## src/rtl/pool_stream_unit_pkg.sv

```systemverilog
// Shared encodings for the pool stream slice: FSM state codes and pooling-mode values.
// Imported by pool_stream_unit and pool_window_reduce.
package pool_stream_unit_pkg;

    typedef logic [1:0] pool_state_t;

    localparam pool_state_t ST_IDLE  = 2'd0;
    localparam pool_state_t ST_RUN   = 2'd1;
    localparam pool_state_t ST_FLUSH = 2'd2;
    localparam pool_state_t ST_DONE  = 2'd3;

    localparam logic POOL_AVG = 1'b0;
    localparam logic POOL_MAX = 1'b1;

endpackage

```

## src/rtl/pool_window_reduce.sv

```systemverilog
// Combinational 2x2 window reduction: floor average, or signed max when POOL_STREAM_MAX_EN is defined.
// Without POOL_STREAM_MAX_EN the comparator tree is not built and mode is ignored.
module pool_window_reduce
    import pool_stream_unit_pkg::*;
#(
    parameter int DATA_W = 32
)(
    input  logic                     mode,
    input  logic signed [DATA_W-1:0] px0,
    input  logic signed [DATA_W-1:0] px1,
    input  logic signed [DATA_W-1:0] px2,
    input  logic signed [DATA_W-1:0] px3,
    output logic signed [DATA_W-1:0] result
);

    logic [DATA_W+1:0] sum_s;
    logic [DATA_W-1:0] avg_s;
    logic [1:0]        unused_sum_lsb_s;

    // Two guard bits keep the four-way sum exact; dropping the low two bits is a floor divide by 4.
    assign sum_s = {{2{px0[DATA_W-1]}}, px0} + {{2{px1[DATA_W-1]}}, px1}
                 + {{2{px2[DATA_W-1]}}, px2} + {{2{px3[DATA_W-1]}}, px3};
    assign avg_s            = sum_s[DATA_W+1:2];
    assign unused_sum_lsb_s = sum_s[1:0];

`ifdef POOL_STREAM_MAX_EN
    logic signed [DATA_W-1:0] max01_s;
    logic signed [DATA_W-1:0] max23_s;
    logic signed [DATA_W-1:0] max_s;

    assign max01_s = (px0 > px1) ? px0 : px1;
    assign max23_s = (px2 > px3) ? px2 : px3;
    assign max_s   = (max01_s > max23_s) ? max01_s : max23_s;
    assign result  = (mode == POOL_MAX) ? max_s : avg_s;
`else
    logic unused_mode_s;

    assign unused_mode_s = mode;
    assign result        = avg_s;
`endif

endmodule

```

## src/rtl/pool_stream_unit.sv

```systemverilog
// Streaming 2x2/stride-2 pooling over a raster-order, channel-interleaved feature map.
// Optional max mode is enabled with the POOL_STREAM_MAX_EN macro (average only otherwise).
module pool_stream_unit
    import pool_stream_unit_pkg::*;
#(
    parameter int DATA_W = 32,
    parameter int FM_W   = 6,
    parameter int FM_H   = 6,
    parameter int CH     = 1
)(
    input  logic              clk,
    input  logic              rst,
    input  logic              start,
    input  logic              mode,
    input  logic [DATA_W-1:0] in_data,
    input  logic              in_valid,
    output logic              in_ready,
    output logic [DATA_W-1:0] out_data,
    output logic              out_valid,
    input  logic              out_ready,
    output logic              busy,
    output logic              done
);

    localparam int COL_W = (FM_W > 2) ? $clog2(FM_W) : 1;
    localparam int ROW_W = (FM_H > 2) ? $clog2(FM_H) : 1;
    localparam int CH_W  = (CH > 1) ? $clog2(CH) : 1;
    localparam int LB_N  = FM_W * CH;
    localparam int LB_W  = (LB_N > 2) ? $clog2(LB_N) : 1;

    if ((FM_W % 2) != 0 || FM_W < 2 || (FM_H % 2) != 0 || FM_H < 2 || CH < 1) begin : g_bad_geometry
        $error("pool_stream_unit: FM_W and FM_H must be even and >= 2, CH >= 1");
    end

    pool_state_t       state_q, state_d;
    logic              mode_q, mode_d;
    logic [COL_W-1:0]  col_q, col_d;
    logic [ROW_W-1:0]  row_q, row_d;
    logic [CH_W-1:0]   ch_q, ch_d;
    logic [DATA_W-1:0] out_data_q, out_data_d;
    logic              out_valid_q, out_valid_d;
    logic [DATA_W-1:0] lb_q   [LB_N];
    logic [DATA_W-1:0] hold_q [CH];

    logic              in_xfer_s, out_xfer_s;
    logic              last_ch_s, last_col_s, last_row_s, frame_last_s;
    logic [LB_W-1:0]   lb_idx_s, lb_pair_idx_s;
    logic [DATA_W-1:0] red_s;

    assign in_ready     = (state_q == ST_RUN) && (!out_valid_q || out_ready);
    assign in_xfer_s    = in_valid && in_ready;
    assign out_xfer_s   = out_valid_q && out_ready;
    assign last_ch_s    = (ch_q == CH_W'(CH - 1));
    assign last_col_s   = (col_q == COL_W'(FM_W - 1));
    assign last_row_s   = (row_q == ROW_W'(FM_H - 1));
    assign frame_last_s = last_ch_s && last_col_s && last_row_s;
    // Line-buffer slot of this pixel and of its left neighbour in the same channel.
    assign lb_idx_s      = LB_W'(int'(col_q) * CH + int'(ch_q));
    assign lb_pair_idx_s = lb_idx_s - LB_W'(CH);

    pool_window_reduce #(.DATA_W(DATA_W)) u_reduce (
        .mode   (mode_q),
        .px0    (lb_q[lb_pair_idx_s]),
        .px1    (lb_q[lb_idx_s]),
        .px2    (hold_q[ch_q]),
        .px3    (in_data),
        .result (red_s)
    );

    // Next-state for FSM, raster counters and the single output register.
    always_comb begin
        state_d     = state_q;
        mode_d      = mode_q;
        col_d       = col_q;
        row_d       = row_q;
        ch_d        = ch_q;
        out_data_d  = out_data_q;
        out_valid_d = out_valid_q;

        if (out_xfer_s) begin
            out_valid_d = 1'b0;
        end else begin
            out_valid_d = out_valid_q;
        end

        case (state_q)
            ST_IDLE: begin
                if (start) begin
                    state_d = ST_RUN;
                    mode_d  = mode;
                end else begin
                    state_d = ST_IDLE;
                end
            end
            ST_RUN: begin
                if (in_xfer_s && frame_last_s) begin
                    state_d = ST_FLUSH;
                end else begin
                    state_d = ST_RUN;
                end
            end
            ST_FLUSH: begin
                if (out_xfer_s) begin
                    state_d = ST_DONE;
                end else begin
                    state_d = ST_FLUSH;
                end
            end
            ST_DONE: state_d = ST_IDLE;
            default: state_d = ST_IDLE;
        endcase

        if (in_xfer_s) begin
            if (last_ch_s) begin
                ch_d = {CH_W{1'b0}};
                if (last_col_s) begin
                    col_d = {COL_W{1'b0}};
                    row_d = last_row_s ? {ROW_W{1'b0}} : row_q + ROW_W'(1);
                end else begin
                    col_d = col_q + COL_W'(1);
                end
            end else begin
                ch_d = ch_q + CH_W'(1);
            end
            // in_ready guarantees the output register is free (or draining) here.
            if (row_q[0] && col_q[0]) begin
                out_data_d  = red_s;
                out_valid_d = 1'b1;
            end else begin
                out_data_d = out_data_q;
            end
        end else begin
            ch_d = ch_q;
        end
    end

    // Control and output registers.
    always_ff @(posedge clk or posedge rst) begin
        if (rst) begin
            state_q     <= ST_IDLE;
            mode_q      <= POOL_AVG;
            col_q       <= {COL_W{1'b0}};
            row_q       <= {ROW_W{1'b0}};
            ch_q        <= {CH_W{1'b0}};
            out_data_q  <= {DATA_W{1'b0}};
            out_valid_q <= 1'b0;
        end else begin
            state_q     <= state_d;
            mode_q      <= mode_d;
            col_q       <= col_d;
            row_q       <= row_d;
            ch_q        <= ch_d;
            out_data_q  <= out_data_d;
            out_valid_q <= out_valid_d;
        end
    end

    // Even rows fill the line buffer; odd-row even-column pixels wait in the per-channel hold registers.
    always_ff @(posedge clk or posedge rst) begin
        if (rst) begin
            for (int i = 0; i < LB_N; i++) begin
                lb_q[i] <= {DATA_W{1'b0}};
            end
            for (int j = 0; j < CH; j++) begin
                hold_q[j] <= {DATA_W{1'b0}};
            end
        end else if (in_xfer_s) begin
            if (!row_q[0]) begin
                lb_q[lb_idx_s] <= in_data;
            end else if (!col_q[0]) begin
                hold_q[ch_q] <= in_data;
            end
        end
    end

    assign out_data  = out_data_q;
    assign out_valid = out_valid_q;
    assign busy      = (state_q == ST_RUN) || (state_q == ST_FLUSH);
    assign done      = (state_q == ST_DONE);

endmodule

```

## config.mk

```make
export PLATFORM = sky130hd
export DESIGN_NAME = pool_stream_unit
export DESIGN_NICKNAME = d
export VERILOG_FILES = /design/src/rtl/pool_stream_unit_pkg.sv /design/src/rtl/pool_window_reduce.sv /design/src/rtl/pool_stream_unit.sv
export SDC_FILE = /design/constraint.sdc
export NUM_CORES = 1
export LEC_CHECK = 0
export ABC_AREA = 1
export BUFFER_PORTS_ARGS = -buffer_cell sky130_fd_sc_hd__buf_2
export CAP_MARGIN = 20
export CORE_MARGIN = 2
export CORE_UTILIZATION = 43
export DETAILED_ROUTE_END_ITERATION = 8
export PLACE_DENSITY_LB_ADDON = 0.25
export SKIP_LAST_GASP = 1
export SLEW_MARGIN = 20
export SYNTH_ARGS = -nofsm -noshare
export SYNTH_HDL_FRONTEND = slang
export SYNTH_SLANG_ARGS = --single-unit
```

## constraint.sdc

```tcl
create_clock -name clk -period 11.3 [get_ports clk]
set_clock_uncertainty 0.1 [all_clocks]
set_input_delay 1.13 -clock clk [delete_from_list [all_inputs] [get_ports clk]]
set_output_delay 1.13 -clock clk [all_outputs]
set_load 0.05 [all_outputs]
```

# Word-level counts from Yosys, hierarchy flattened

Index checks and enable logic that the tools add are counted.

$add $sub $neg: 8
Magnitude comparators: 5
Equal/unequal tests: 5
Multiplexer cells: 22
Bitwise logic cells: 5
Reduce and logical (&&, ||, !) cells: 18

Operator list:

| operator            | number |
|---|---|
| $mux 32             | 7 |
| $bmux 32 s3         | 2 |
| $bwmux 192          | 1 |
| $demux 32 s3        | 1 |
| $add 34x34->34      | 2 |
| $add 32x32->33      | 1 |
| $bwmux 32           | 1 |
| $logic_and 1x1->1   | 9 |
| $ge 4x4->1 const B  | 2 |
| $not 3->4           | 2 |
| $pmux 2 s4          | 1 |
| $add 3x1->3 const B | 2 |
| $eq 3x3->1 const B  | 2 |
| $mux 1              | 6 |
| $mux 3              | 2 |
| $reduce_and 2->1    | 3 |
| $reduce_and 3->1    | 2 |
| $eq 2x2->1 const B  | 2 |
| $lt 4x1->1 const B  | 1 |
| $add 3x1->3         | 1 |
| $not 1->1           | 3 |
| $sub 3x1->3 const B | 1 |
| $eq 2x1->1 const B  | 1 |
| $logic_not 2->1     | 1 |
| 6 further kinds     | 7 |

Register bits after elaboration: 266
Input bits: 38
Logic and storage cells: 76

# Logic depth before layout (Yosys ltp)

Word-level depth: 9
Gate-level depth with buffers: 36

# Hierarchy

From an unflattened synthesis, not the netlist that was laid out.

Cell total of the unflattened synthesis: 2,548
Area total of the unflattened synthesis: 18,052.3 um^2

By module, submodules not included:

| module             | instances | cells an instance | area each (um^2) | sequential area each (um^2) |
|---|---|---|---|---|
| pool_stream_unit   | 1         | 1,853             | 13,842.0         | 6,656.4 |
| pool_window_reduce | 1         | 695               | 4,210.3          | 0.0 |

# Worst setup path after synthesis

OpenSTA, ideal clock, no wires.

Path type: register to register
Start point: register col_q[0]
End point: register out_data_q[26] (netlist: out_data[26])
Library setup time: 0.118 ns
Data arrival time: 5.322 ns
Data required time: 11.082 ns
Setup slack: 5.760 ns
Stages on the path, launching flop included: 33
Buffers on the path: 5
Path through: dfrtp_1 buf_2 inv_2 clkbuf_1 clkbuf_1 ha_1 clkbuf_1 clkbuf_1 o22ai_1 nand2_1 o21ai_0 ha_1 inv_1 fa_1 o21ai_0 nand2_1 nand2_1 nand3_1 nand2_1 nand2_1 nand2_1 xor2_1 fa_1 ha_1 nand2_1 nor2_1 inv_1 nor4_1 nand2_1 nand2_1 nand2_1 nand3_1 nand2_1

Longest elaborated chain between the ends: 9
Elaborated cells on any way between the ends: 15

RTL lines:

| element                                     | line                     | source |
|---|---|---|
| start: declaration                          | pool_stream_unit.sv:37   | `logic [COL_W-1:0] col_q, col_d;` |
| start signal: assignment                    | pool_stream_unit.sv:142  | `col_q <= {COL_W{1'b0}};` |
| start signal: assignment                    | pool_stream_unit.sv:150  | `col_q <= col_d;` |
| $add 3x1->3                                 | pool_stream_unit.sv:58   | `assign lb_idx_s = LB_W'(int'(col_q) * CH + int'(ch_q));` |
| $sub 3x1->3                                 | pool_stream_unit.sv:59   | `assign lb_pair_idx_s = lb_idx_s - LB_W'(CH);` |
| $not 3->4 (implied by the code)             | pool_stream_unit.sv:63   | `.px0 (lb_q[lb_pair_idx_s]),` |
| $bmux 32 s3                                 | pool_stream_unit.sv:63   |  |
| $mux 32 (implied by the code) (2 in series) | pool_stream_unit.sv:63   |  |
| $add 32x32->33                              | pool_window_reduce.sv:21 | `assign sum_s = {{2{px0[DATA_W-1]}}, px0} + {{2{px1[DATA_W-1]}}, px1}` |
| $add 34x34->34 (2 in series)                | pool_window_reduce.sv:22 | `+ {{2{px2[DATA_W-1]}}, px2} + {{2{px3[DATA_W-1]}}, px3};` |
| end signal: assignment                      | pool_stream_unit.sv:145  | `out_data_q <= {DATA_W{1'b0}};` |
| end signal: assignment                      | pool_stream_unit.sv:153  | `out_data_q <= out_data_d;` |
| end: declaration                            | pool_stream_unit.sv:40   | `logic [DATA_W-1:0] out_data_q, out_data_d;` |

Parallel ways exist; a longest one is shown, timed or not. The select of a mux whose other input is x is not followed.
A chain may end at the register's enable or synchronous reset.

# Worst setup path after layout

Start point: register col_q[0]
End point: register out_data_q[27] (netlist: out_data[27])

The elaborated chain is that of the path after synthesis.

==> flow_metrics.py <==
metrics = {
    "final_layout": {
        "stdcell_count": 2953,
        "synthToLayoutAreaGrowth_pct": 9.98,
        "antenna_cells": 0,
        "nets": 2550,
        "fillCellCount": 4033,
        "design_area_um2": 19100,
        "layout-drive-gt1-share_pct": 6.55,
    },
    "floorplan": {
        "die_x_um": 205,
        "start_util_pct": 43.7,
        "die_area_um2": 42100,
        "core_area_um2": 39800,
        "rows": 73,
        "chipHeight_um": 205,
        "io_pins": 74,
    },
    "drt": {
        "drt-initial-drc-count": 1231,
        "wl_mm": 52.4,
        "vias_per_cell": 5.41,
        "wl_per_cell_um": 17.8,
        "drtPass1Iterations": 7,
        "vias": 16000,
        "post-route-drc-count": 0,
        "ant_nets": 0,
    },
    "clocking": {
        "clock_sinks": 265,
        "clk_pin_slew_ns": 0.07,
        "cts_made_buffers": 31,
        "cts_htree_levels": 1,
        "hold_buffers": 0,
        "clock_path_buffers": 3,
        "cts-root-buf": "clkbuf_16",
        "clk-insertion-delay-late_ns": 0.58,
        "tritoncts": "yes",
        "ctsResizeCount": 0,
        "post_cts_buffers": 0,
    },
    "sta": {
        "rsz0062_at_grt": "false",
        "max_freq_mhz": 124,
        "worstMarginPinSlew_ns": 1.13,
        "holdWs_ns": 0.372,
        "drv_slew": 0,
        "setup_viol": 0,
        "fin_crit_sh_pct": 71.1,
        "hold_viol": 0,
        "period_minus_slack_ns": 8.04,
        "final.setup.tns_ns": 0,
        "max-slew-margin-rel_pct": 24.7,
    },
    "critical_path": {
        "arrival_ns": 8.40,
        "crit_fanout": 105,
        "cp_slowest_cell": "dfrtp_4",
        "critPathMaxStageDelay_ns": 1.06,
        "reg2reg_setup_slack_ns": 3.26,
        "crit_required_ns": 11.67,
        "path_cells": "clkinv_2 -> ha_2 -> buf_4 -> o21ai_0 -> o22ai_1 -> a22oi_1 -> fa_1 -> o21ai_0 -> nand2_1 -> nand2_1 -> nand3_1 -> nand2_1 -> xor2_1 -> fa_1 -> ha_1 -> a21oi_1 -> o21ai_0 -> nand2_1 -> nand2_1 -> a21oi_1 -> nand3_1 -> nand3_1 -> nand2_1",
        "cp-start-kind": "register",
        "cpMostUsedCell": "nand2_1",
        "crit_path_end_kind": "register",
        "worstSetupPathType": "reg -> reg",
    },
    "logic_synthesis": {
        "ys_seq_area_share_pct": 38.1,
        "syn_area_um2": 17400,
        "ys_warn_count": 0,
        "syn_avg_cell_area_um2": 7.25,
        "ys_ff_latch": 265,
        "syn_nets": 2542,
        "synth_cell_types": 38,
        "syn_inst": 2398,
    },
    "place": {
        "dp_cells": 2898,
        "place_area_um2": 18100,
        "place.gp.congestion": 0.922,
        "io_buffers": 72,
        "hpwl_mm": 36.4,
    },
    "global_routing": {
        "grt.overflow.total": 0,
        "grt_pass1_wl_mm": 85.2,
        "grt_max_degree": 141,
        "grt_pass1_vias": 15600,
        "antenna_found_initial": 0,
        "grt_usage_pct": 25.8,
    },
    "flow_run": {
        "cap_violations": 0,
    },
    "hold_path": {
        "hold_class": "reg -> reg",
    },
    "outcome": {
        "status": "finished, final reports clean",
    },
}
==> final timing paths <==
path / from / end / cells past startpoint
worst max-delay path: col_q[0] / out_data[27] / 23
worst min-delay path: out_data[16] / out_data[16] / 2
worst max register to register: col_q[0] / out_data[27] / 23
worst min register to register: out_data[16] / out_data[16] / 2
max in group asynchronous: rst / lb_q[110] / 3
min in group asynchronous: rst / lb_q[138] / 2
==> metal layers <==
layer	part of all wire [%]	vias to the layer above	GRT usage, %
li1	-	7932	-
met1	45	7545	35.4
met2	47	389	42.3
met3	4.9	97	3.20
met4	3.1	0	8.58
met5	0	-	0
==> worst max-delay path, delay by kind of cell (launching register included) <==
| kind | cells | cell delay [ns] |
|---|---|---|
| buf+inv | 2 | 1.51 |
| xor+xnor | 1 | 0.20 |
| flops | 1 | 1.06 |
| fa+ha+maj | 4 | 2.33 |
| simple gates | 9 | 0.93 |
| compound gates | 7 | 1.74 |
==> through the flow <==
step                util, %  setup slack [ns]
finish                 48.0              3.26
global placement       45.5              3.27
floorplan                 -              2.77
global route           48.0              2.50
CTS                    48.0              3.21
detailed placement     45.5              3.25
==> cells by family (layout without fill, tap and decap cells) <==
family,count (synthesis),count (layout),share of synthesized area [%]
xor gates and xnor gates,33,33,1.66
muxes,1,1,0.0575
AOI/OAI and AO/OA,674,674,21.1
DFF,265,265,38.1
buffers and inverters,359,389,7.91
and+or+nand+nor,960,960,22.0
adders and majority gates,106,106,9.09
==> flip-flops by register name, indices dropped and copies added (netlist names), named ones only <==
signal     count
lb_q         192
hold_q        32
out_data      32
col_q          3
row_q          3
out_valid      1
state_q        1
==> cells in the final DEF (no fill, tap or decap), types with 4 or more instances in the layout <==
cell	instances
ha_1	71
clkbuf_1	9
nand2_2	4
a31oi_1	4
nor4_1	5
nand4_1	8
o21ai_1	15
o21ai_0	359
buf_2	72
nor3_1	8
a21o_1	7
xor2_1	20
buf_4	17
nor2_1	277
o22ai_1	33
o211ai_1	34
clkbuf_16	31
fa_1	34
o221ai_1	31
a21oi_1	178
nand2_1	577
inv_1	242
xnor2_1	12
o21bai_1	7
clkinv_2	5
dfrtp_1	264
clkbuf_8	6
nand3_1	65
or2_2	4
==> cell usage after synthesis, drive strengths merged <==
master / number / area share (%)
nor2: 281 / 6.1
a22oi: 1 / 0.043
buf: 26 / 0.71
o21bai: 7 / 0.30
a21boi: 2 / 0.086
nor3b: 1 / 0.11
nor3: 10 / 0.42
o2111ai: 1 / 0.050
nand3b: 2 / 0.086
clkbuf: 88 / 1.9
dfrtp: 265 / 38
nand3: 66 / 1.9
nand4: 8 / 0.29
o21ai: 374 / 11
o221ai: 31 / 1.6
nand2: 581 / 13
inv: 245 / 5.3
fa: 34 / 3.9
nor4: 7 / 0.42
xnor2: 13 / 0.65
o211ai: 34 / 1.5
mux2i: 1 / 0.058
a21o: 7 / 0.30
o21a: 2 / 0.086
o22ai: 33 / 1.2
or2: 4 / 0.14
a31oi: 4 / 0.14
a21oi: 178 / 5.1
ha: 72 / 5.2
xor2: 20 / 1.0
==> layout make-up <==
type	count	area, µm²	area share (%)
multi-input combinational	1774	9420	49.2
timing repair buffer	89	488	2.55
clock buffer	46	892	4.66
clock inverter	9	105	0.549
inverter	245	933	4.88
tap	525	657	3.43
sequential	265	6640	34.7
Power is not shown: default switching activity piles up to over one toggle a cycle in this logic, so the estimate is an artifact.
